### src/rtl/stream_fifo.sv
// stream_fifo: parametrised synchronous FIFO with standard or first-word-fall-through read
// Ports: clk; reset (sync, active-high); flush (sync clear of contents)
//        write side: wr_en, wr_data, full, almost_full
//        read side:  rd_en, rd_data, rd_valid, empty, almost_empty
//        status:     count (occupancy 0..DEPTH), sticky overflow/underflow, clr_err
module stream_fifo #(
   parameter int DATA_WIDTH    = 8,
   parameter int ADDR_WIDTH    = 4,
   parameter int FWFT          = 0,
   parameter int AFULL_THRESH  = (1 << ADDR_WIDTH) - 2,
   parameter int AEMPTY_THRESH = 1
) (
   input  logic                  clk,
   input  logic                  reset,
   input  logic                  flush,
   input  logic                  wr_en,
   input  logic [DATA_WIDTH-1:0] wr_data,
   output logic                  full,
   output logic                  almost_full,
   input  logic                  rd_en,
   output logic [DATA_WIDTH-1:0] rd_data,
   output logic                  rd_valid,
   output logic                  empty,
   output logic                  almost_empty,
   output logic [ADDR_WIDTH:0]   count,
   output logic                  overflow,
   output logic                  underflow,
   input  logic                  clr_err
);
   localparam int                DEPTH   = 1 << ADDR_WIDTH;
   localparam logic [ADDR_WIDTH:0] DEPTH_C = (ADDR_WIDTH+1)'(DEPTH);
   localparam logic [ADDR_WIDTH:0] AF_C    = (ADDR_WIDTH+1)'(AFULL_THRESH);
   localparam logic [ADDR_WIDTH:0] AE_C    = (ADDR_WIDTH+1)'(AEMPTY_THRESH);
   logic [DATA_WIDTH-1:0] mem [DEPTH];
   logic [ADDR_WIDTH:0]   wr_ptr, rd_ptr;
   logic                  wr_ok, rd_ok, ov_set, un_set, mem_empty, load, rd_adv;
   // In FWFT mode the head word lives in rd_data, so the FIFO is empty only when that register is.
   always_comb begin
      full         = count == DEPTH_C;
      empty        = FWFT != 0 ? !rd_valid : count == '0;
      almost_full  = count >= AF_C;
      almost_empty = count <= AE_C;
      wr_ok        = wr_en && !full && !flush;
      rd_ok        = rd_en && !empty && !flush;
      ov_set       = wr_en && full && !flush;
      un_set       = rd_en && empty && !flush;
      mem_empty    = wr_ptr == rd_ptr;
      load         = !mem_empty && (!rd_valid || rd_ok);
      rd_adv       = FWFT != 0 ? load : rd_ok;
   end
   always_ff @(posedge clk)
      if (wr_ok) mem[wr_ptr[ADDR_WIDTH-1:0]] <= wr_data;
   always_ff @(posedge clk) begin
      if (reset) begin
         wr_ptr    <= '0;
         rd_ptr    <= '0;
         count     <= '0;
         rd_data   <= '0;
         rd_valid  <= 1'b0;
         overflow  <= 1'b0;
         underflow <= 1'b0;
      end else begin
         overflow  <= ov_set || (overflow && !clr_err);
         underflow <= un_set || (underflow && !clr_err);
         if (flush) begin
            wr_ptr   <= '0;
            rd_ptr   <= '0;
            count    <= '0;
            rd_valid <= 1'b0;
         end else begin
            if (wr_ok) wr_ptr <= wr_ptr + 1'b1;
            if (rd_adv) begin
               rd_ptr  <= rd_ptr + 1'b1;
               rd_data <= mem[rd_ptr[ADDR_WIDTH-1:0]];
            end
            // FWFT: the output register stays full unless popped with nothing left to prefetch.
            rd_valid <= FWFT != 0 ? (load || (rd_valid && !rd_ok)) : rd_ok;
            count    <= count + (ADDR_WIDTH+1)'(wr_ok) - (ADDR_WIDTH+1)'(rd_ok);
         end
      end
   end
endmodule

### config.mk
export PLATFORM = sky130hd
export DESIGN_NAME = stream_fifo
export DESIGN_NICKNAME = d
export VERILOG_FILES = /design/src/rtl/stream_fifo.sv
export SDC_FILE = /design/constraint.sdc
export NUM_CORES = 1
export LEC_CHECK = 0
export BUFFER_PORTS_ARGS = -buffer_cell sky130_fd_sc_hd__buf_2
export CORE_MARGIN = 3
export CORE_UTILIZATION = 60
export CTS_CLUSTER_DIAMETER = 120
export DETAILED_ROUTE_END_ITERATION = 6
export PLACE_DENSITY_LB_ADDON = 0.25
export SKIP_CTS_REPAIR_TIMING = 1
export SLEW_MARGIN = 25
export SYNTH_ARGS = -nofsm -noshare
export SYNTH_HDL_FRONTEND = slang
export SYNTH_SLANG_ARGS = --single-unit
### constraint.sdc
create_clock -name clk -period 4.1 [get_ports clk]
set_clock_uncertainty 0.15 [all_clocks]
set_input_delay 0.82 -clock clk [delete_from_list [all_inputs] [get_ports clk]]
set_output_delay 0.82 -clock clk [all_outputs]
set_load 0.02 [all_outputs]
==> flow_metrics.env <==
export IMPL_period_needed_ns=3.465
export IMPL_timing_critical_path_from_type="flop"
export IMPL_switching_power_share_of_the_total_pct=20.80
export IMPL_synth_top_family_by_area="multiplexers"
export IMPL_layout_drive_gt1_share_pct=20.50
export IMPL_grt_pass1_vias=3317
export IMPL_power_density_cell_area_nw_per_um2=486.6
export IMPL_share_seq_of_total_power_pct=49.1
export IMPL_synth_xor_area_share_pct=1.118
export IMPL_yosys_area_share_simple_pct=6.052
export IMPL_wl_per_cell_um=22.18
export IMPL_worst_setup_path_end_kind="flop"
export IMPL_worstSetupPathDepth=13
export IMPL_yosysUniqueCellTypes=31
export IMPL_placementRows=36
export IMPL_post_synth_inst_count=346
export IMPL_grt_overflow=0
export IMPL_placed_wire_length_estimate_after_detailed_placement_um=7143
export IMPL_clock_power_share_pct=45.7
export IMPL_hold_start="rd_data[7]$_SDFFE_PP0P_"
export IMPL_grt_max_degree=35
export IMPL_critical_path_max_stage_delay_ns=0.42
export IMPL_max_transition_margin_pct=35.19
export IMPL_synth_adder_area_share_pct=3.715
export IMPL_clk_latency_ns=0.51
export IMPL_num_antenna_cells=0
export IMPL_synth_edf_count=128
export IMPL_crit_path_cell_trace="inv_1 > ha_1 > nor4b_4 > nand2b_1 > inv_1 > ha_1 > inv_1 > ha_1 > fa_1 > nand2b_1 > a21oi_1 > or3_1 > a21oi_1"
export IMPL_timing_critical_path_arrival_ns=3.75
export IMPL_hp_class="reg -> reg"
export IMPL_numPortBuffers=33
export IMPL_timing_reg2reg_worst_path_depth=13
export IMPL_cts_inserted_buffers=17
export IMPL_first_pass_iters=4
export IMPL_drc_errors=0
export IMPL_peak_freq_ghz=0.2886
export IMPL_async_reset_ff_share_pct=0
export IMPL_core_region_area_um2=9955
export IMPL_synth_warnings=0
export IMPL_crit_path_start="count[2]$_SDFF_PP0_"
export IMPL_tritoncts_num_sinks=152
export IMPL_summed_negative_setup_slack_over_all_endpoints_ns=0
export IMPL_launching_point_of_the_worst_reg2reg_path="count[2]$_SDFF_PP0_"
export IMPL_muxShareOfSynthArea_pct=15.38
export IMPL_horiz_die_dim_um=108.2
export IMPL_clk_path_buf_depth=2
export IMPL_die_y_um=108.2
export IMPL_place_gp_congestion=0.8306
export IMPL_timing_final_max_slew_violations=0
export IMPL_synth_seq_cells=152
export IMPL_placed_cells_incl_taps=501
export IMPL_root_buffer="sky130_fd_sc_hd__clkbuf_8"
export IMPL_drtAntennaViolNets=0
export IMPL_grt_antenna_before_repair=0
export IMPL_num_nets_final=419
export IMPL_critical_path_cell_with_the_highest_stage_delay="sky130_fd_sc_hd__nand2b_1"
export IMPL_fin_util_pct=71.74
export IMPL_syn_mean_instance_area_um2=18.11
export IMPL_vdd_ir_drop_worst_mv=0.3318
export IMPL_status="finished, final reports clean"
export IMPL_power_static_leakage_uw=0.002416
export IMPL_switchingPower_uw=722.8
export IMPL_viasPerCell=5.987
export IMPL_global_route_wire_length_before_repair_um=18300
export IMPL_drt_iter0_markers=274
export IMPL_finalWirelength_um=11820
export IMPL_rsz0062_at_grt="false"
export IMPL_grt_use_total_pct=21.93
export IMPL_cp_max_fo=12
export IMPL_cp_data_required_time_ns=4.39
export IMPL_dominantRegCellSynth="sky130_fd_sc_hd__edfxtp_1"
export IMPL_detailroute_via_count=3191
export IMPL_initial_core_util_pct=62.93
export IMPL_setup_violation_total_in_the_final_timing_report=0
export IMPL_cp_num_buf_inv=3
export IMPL_hold_depth=2
export IMPL_hold_viol_final=0
export IMPL_clock_transition_at_path_regs_ns=0.06
export IMPL_setup_reg_to_reg_worst_slack_ns=0.63
export IMPL_synth_compound_gate_area_share_pct=2.317
export IMPL_cts_htree_levels=4
export IMPL_synthToLayoutAreaGrowth_pct=14.00
export IMPL_max_cap_violations=0
export IMPL_worst_pin_slew_ns=0.9686
export IMPL_worst_path_dominant_cell_family="adder cells"
export IMPL_cts_tree="done"
export IMPL_min_period_over_period_pct=84.52
export IMPL_stdcell_count=533
export IMPL_floorplan_die_area_um2=11700
export IMPL_power_share_combinational_pct=5.2
export IMPL_timing_setup_critical_path_class="reg -> reg"
export IMPL_netlist_area_um2=6265
export IMPL_synth_fp_nets=378
export IMPL_num_io_pins=34
export IMPL_ys_seq_area_share_pct=69.02
export IMPL_cell_internal_pwr_uw=2752
sequential cells by signal (all words and copies together), names as in the netlist:
name / count
underflow: 1
wr_ptr: 4
mem: 128
rd_valid: 1
count: 5
rd_data: 8
overflow: 1
rd_ptr: 4
stage by stage:
step                      power [uW]  cell area (um2)  hold WS [ns]  setup slack, ns
final                           3475             7142        0.3776           0.6347
after global routing            3580             7142        0.3884           0.3410
after CTS                       3495             7142        0.3689           0.6235
after detailed placement        1917             6538        0.3472           0.6339
after global placement          1908             6535        0.3484           0.8108
after floorplan                 1850             6265        0.3465           0.9889
cell type report:
| cell class | count | area (um2) |
|---|---|---|
| inverters | 13 | 48.80 |
| flip-flops and latches | 152 | 4329 |
| multi-input cells | 165 | 1790 |
| clock inverters | 11 | 175.2 |
| well taps | 133 | 166.4 |
| fillers | 595 | 2813 |
| clock buffers | 21 | 429.2 |
| repair buffers | 38 | 202.7 |
routing by layer:
layer  wire length (um)  vias to the layer above  track usage (%)
li1                   -                     1445                -
met1               4851                     1626            28.42
met2               6160                      108            36.41
met3                678                       12            5.075
met4                133                        0            8.656
met5                  0                        -                0
synthesized netlist by cell type, types with 2 or more instances:
cell | instances | area share (%)
sky130_fd_sc_hd__a21oi_1 | 9 | 0.72
sky130_fd_sc_hd__buf_2 | 6 | 0.48
sky130_fd_sc_hd__buf_6 | 4 | 0.72
sky130_fd_sc_hd__clkbuf_1 | 5 | 0.30
sky130_fd_sc_hd__dfxtp_1 | 24 | 7.7
sky130_fd_sc_hd__edfxtp_1 | 128 | 61
sky130_fd_sc_hd__ha_1 | 17 | 3.4
sky130_fd_sc_hd__inv_1 | 13 | 0.78
sky130_fd_sc_hd__mux2i_1 | 16 | 2.6
sky130_fd_sc_hd__mux4_1 | 22 | 9.2
sky130_fd_sc_hd__mux4_2 | 10 | 3.6
sky130_fd_sc_hd__nand2_1 | 9 | 0.54
sky130_fd_sc_hd__nand2b_1 | 6 | 0.60
sky130_fd_sc_hd__nand3_1 | 2 | 0.16
sky130_fd_sc_hd__nand3b_1 | 9 | 1.1
sky130_fd_sc_hd__nor2_1 | 26 | 1.6
sky130_fd_sc_hd__nor2b_1 | 4 | 0.40
sky130_fd_sc_hd__nor3_1 | 6 | 0.48
sky130_fd_sc_hd__o21ai_0 | 4 | 0.32
sky130_fd_sc_hd__o221ai_1 | 8 | 1.1
sky130_fd_sc_hd__or3_1 | 2 | 0.20
sky130_fd_sc_hd__xnor2_1 | 5 | 0.70
sky130_fd_sc_hd__xor2_1 | 3 | 0.42
logic make-up after synthesis:
logic type,count (synthesis)
DFF,152
and+or+nand+nor,69
AOI/OAI and AO/OA,22
xor gates and xnor gates,8
muxes,48
adders and majority gates,18
buffers and inverters,29
placed cells by master, fill, tap and decap left out, types with 8 or more instances in the layout:
| cell type | instances |
|---|---|
| sky130_fd_sc_hd__buf_2 | 33 |
| sky130_fd_sc_hd__nand3b_1 | 9 |
| sky130_fd_sc_hd__nand2_1 | 9 |
| sky130_fd_sc_hd__mux4_2 | 10 |
| sky130_fd_sc_hd__mux4_1 | 22 |
| sky130_fd_sc_hd__inv_1 | 13 |
| sky130_fd_sc_hd__a21oi_1 | 9 |
| sky130_fd_sc_hd__mux2i_1 | 16 |
| sky130_fd_sc_hd__ha_1 | 17 |
| sky130_fd_sc_hd__dfxtp_1 | 22 |
| sky130_fd_sc_hd__o221ai_1 | 8 |
| sky130_fd_sc_hd__clkbuf_16 | 16 |
| sky130_fd_sc_hd__edfxtp_1 | 128 |
| sky130_fd_sc_hd__nor2_1 | 26 |
worst paths after layout:
kind,end
setup / recovery,count[4]$_SDFF_PP0_
hold / removal,rd_data[7]$_SDFFE_PP0P_
setup reg to reg,count[4]$_SDFF_PP0_
hold reg to reg,rd_data[7]$_SDFFE_PP0P_
worst register-to-register path: stages, from the launching register on:
cell and delay [ns]:
sky130_fd_sc_hd__dfxtp_1 0.35, sky130_fd_sc_hd__inv_1 0.14, sky130_fd_sc_hd__ha_1 0.22, sky130_fd_sc_hd__nor4b_4 0.31, sky130_fd_sc_hd__nand2b_1 0.42, sky130_fd_sc_hd__inv_1 0.20, sky130_fd_sc_hd__ha_1 0.32, sky130_fd_sc_hd__inv_1 0.03
sky130_fd_sc_hd__ha_1 0.19, sky130_fd_sc_hd__fa_1 0.41, sky130_fd_sc_hd__nand2b_1 0.11, sky130_fd_sc_hd__a21oi_1 0.08, sky130_fd_sc_hd__or3_1 0.31, sky130_fd_sc_hd__a21oi_1 0.16
power groups by stage:
stage	combinational, uW	sequential [uW]	clock, uW
finish	180	1710	1590
global route	200	1710	1670
CTS	181	1710	1610
detailed placement	179	1740	0
global placement	171	1740	0
floorplan	101	1750	0
Note: power is estimated with default switching activity, not from simulation.
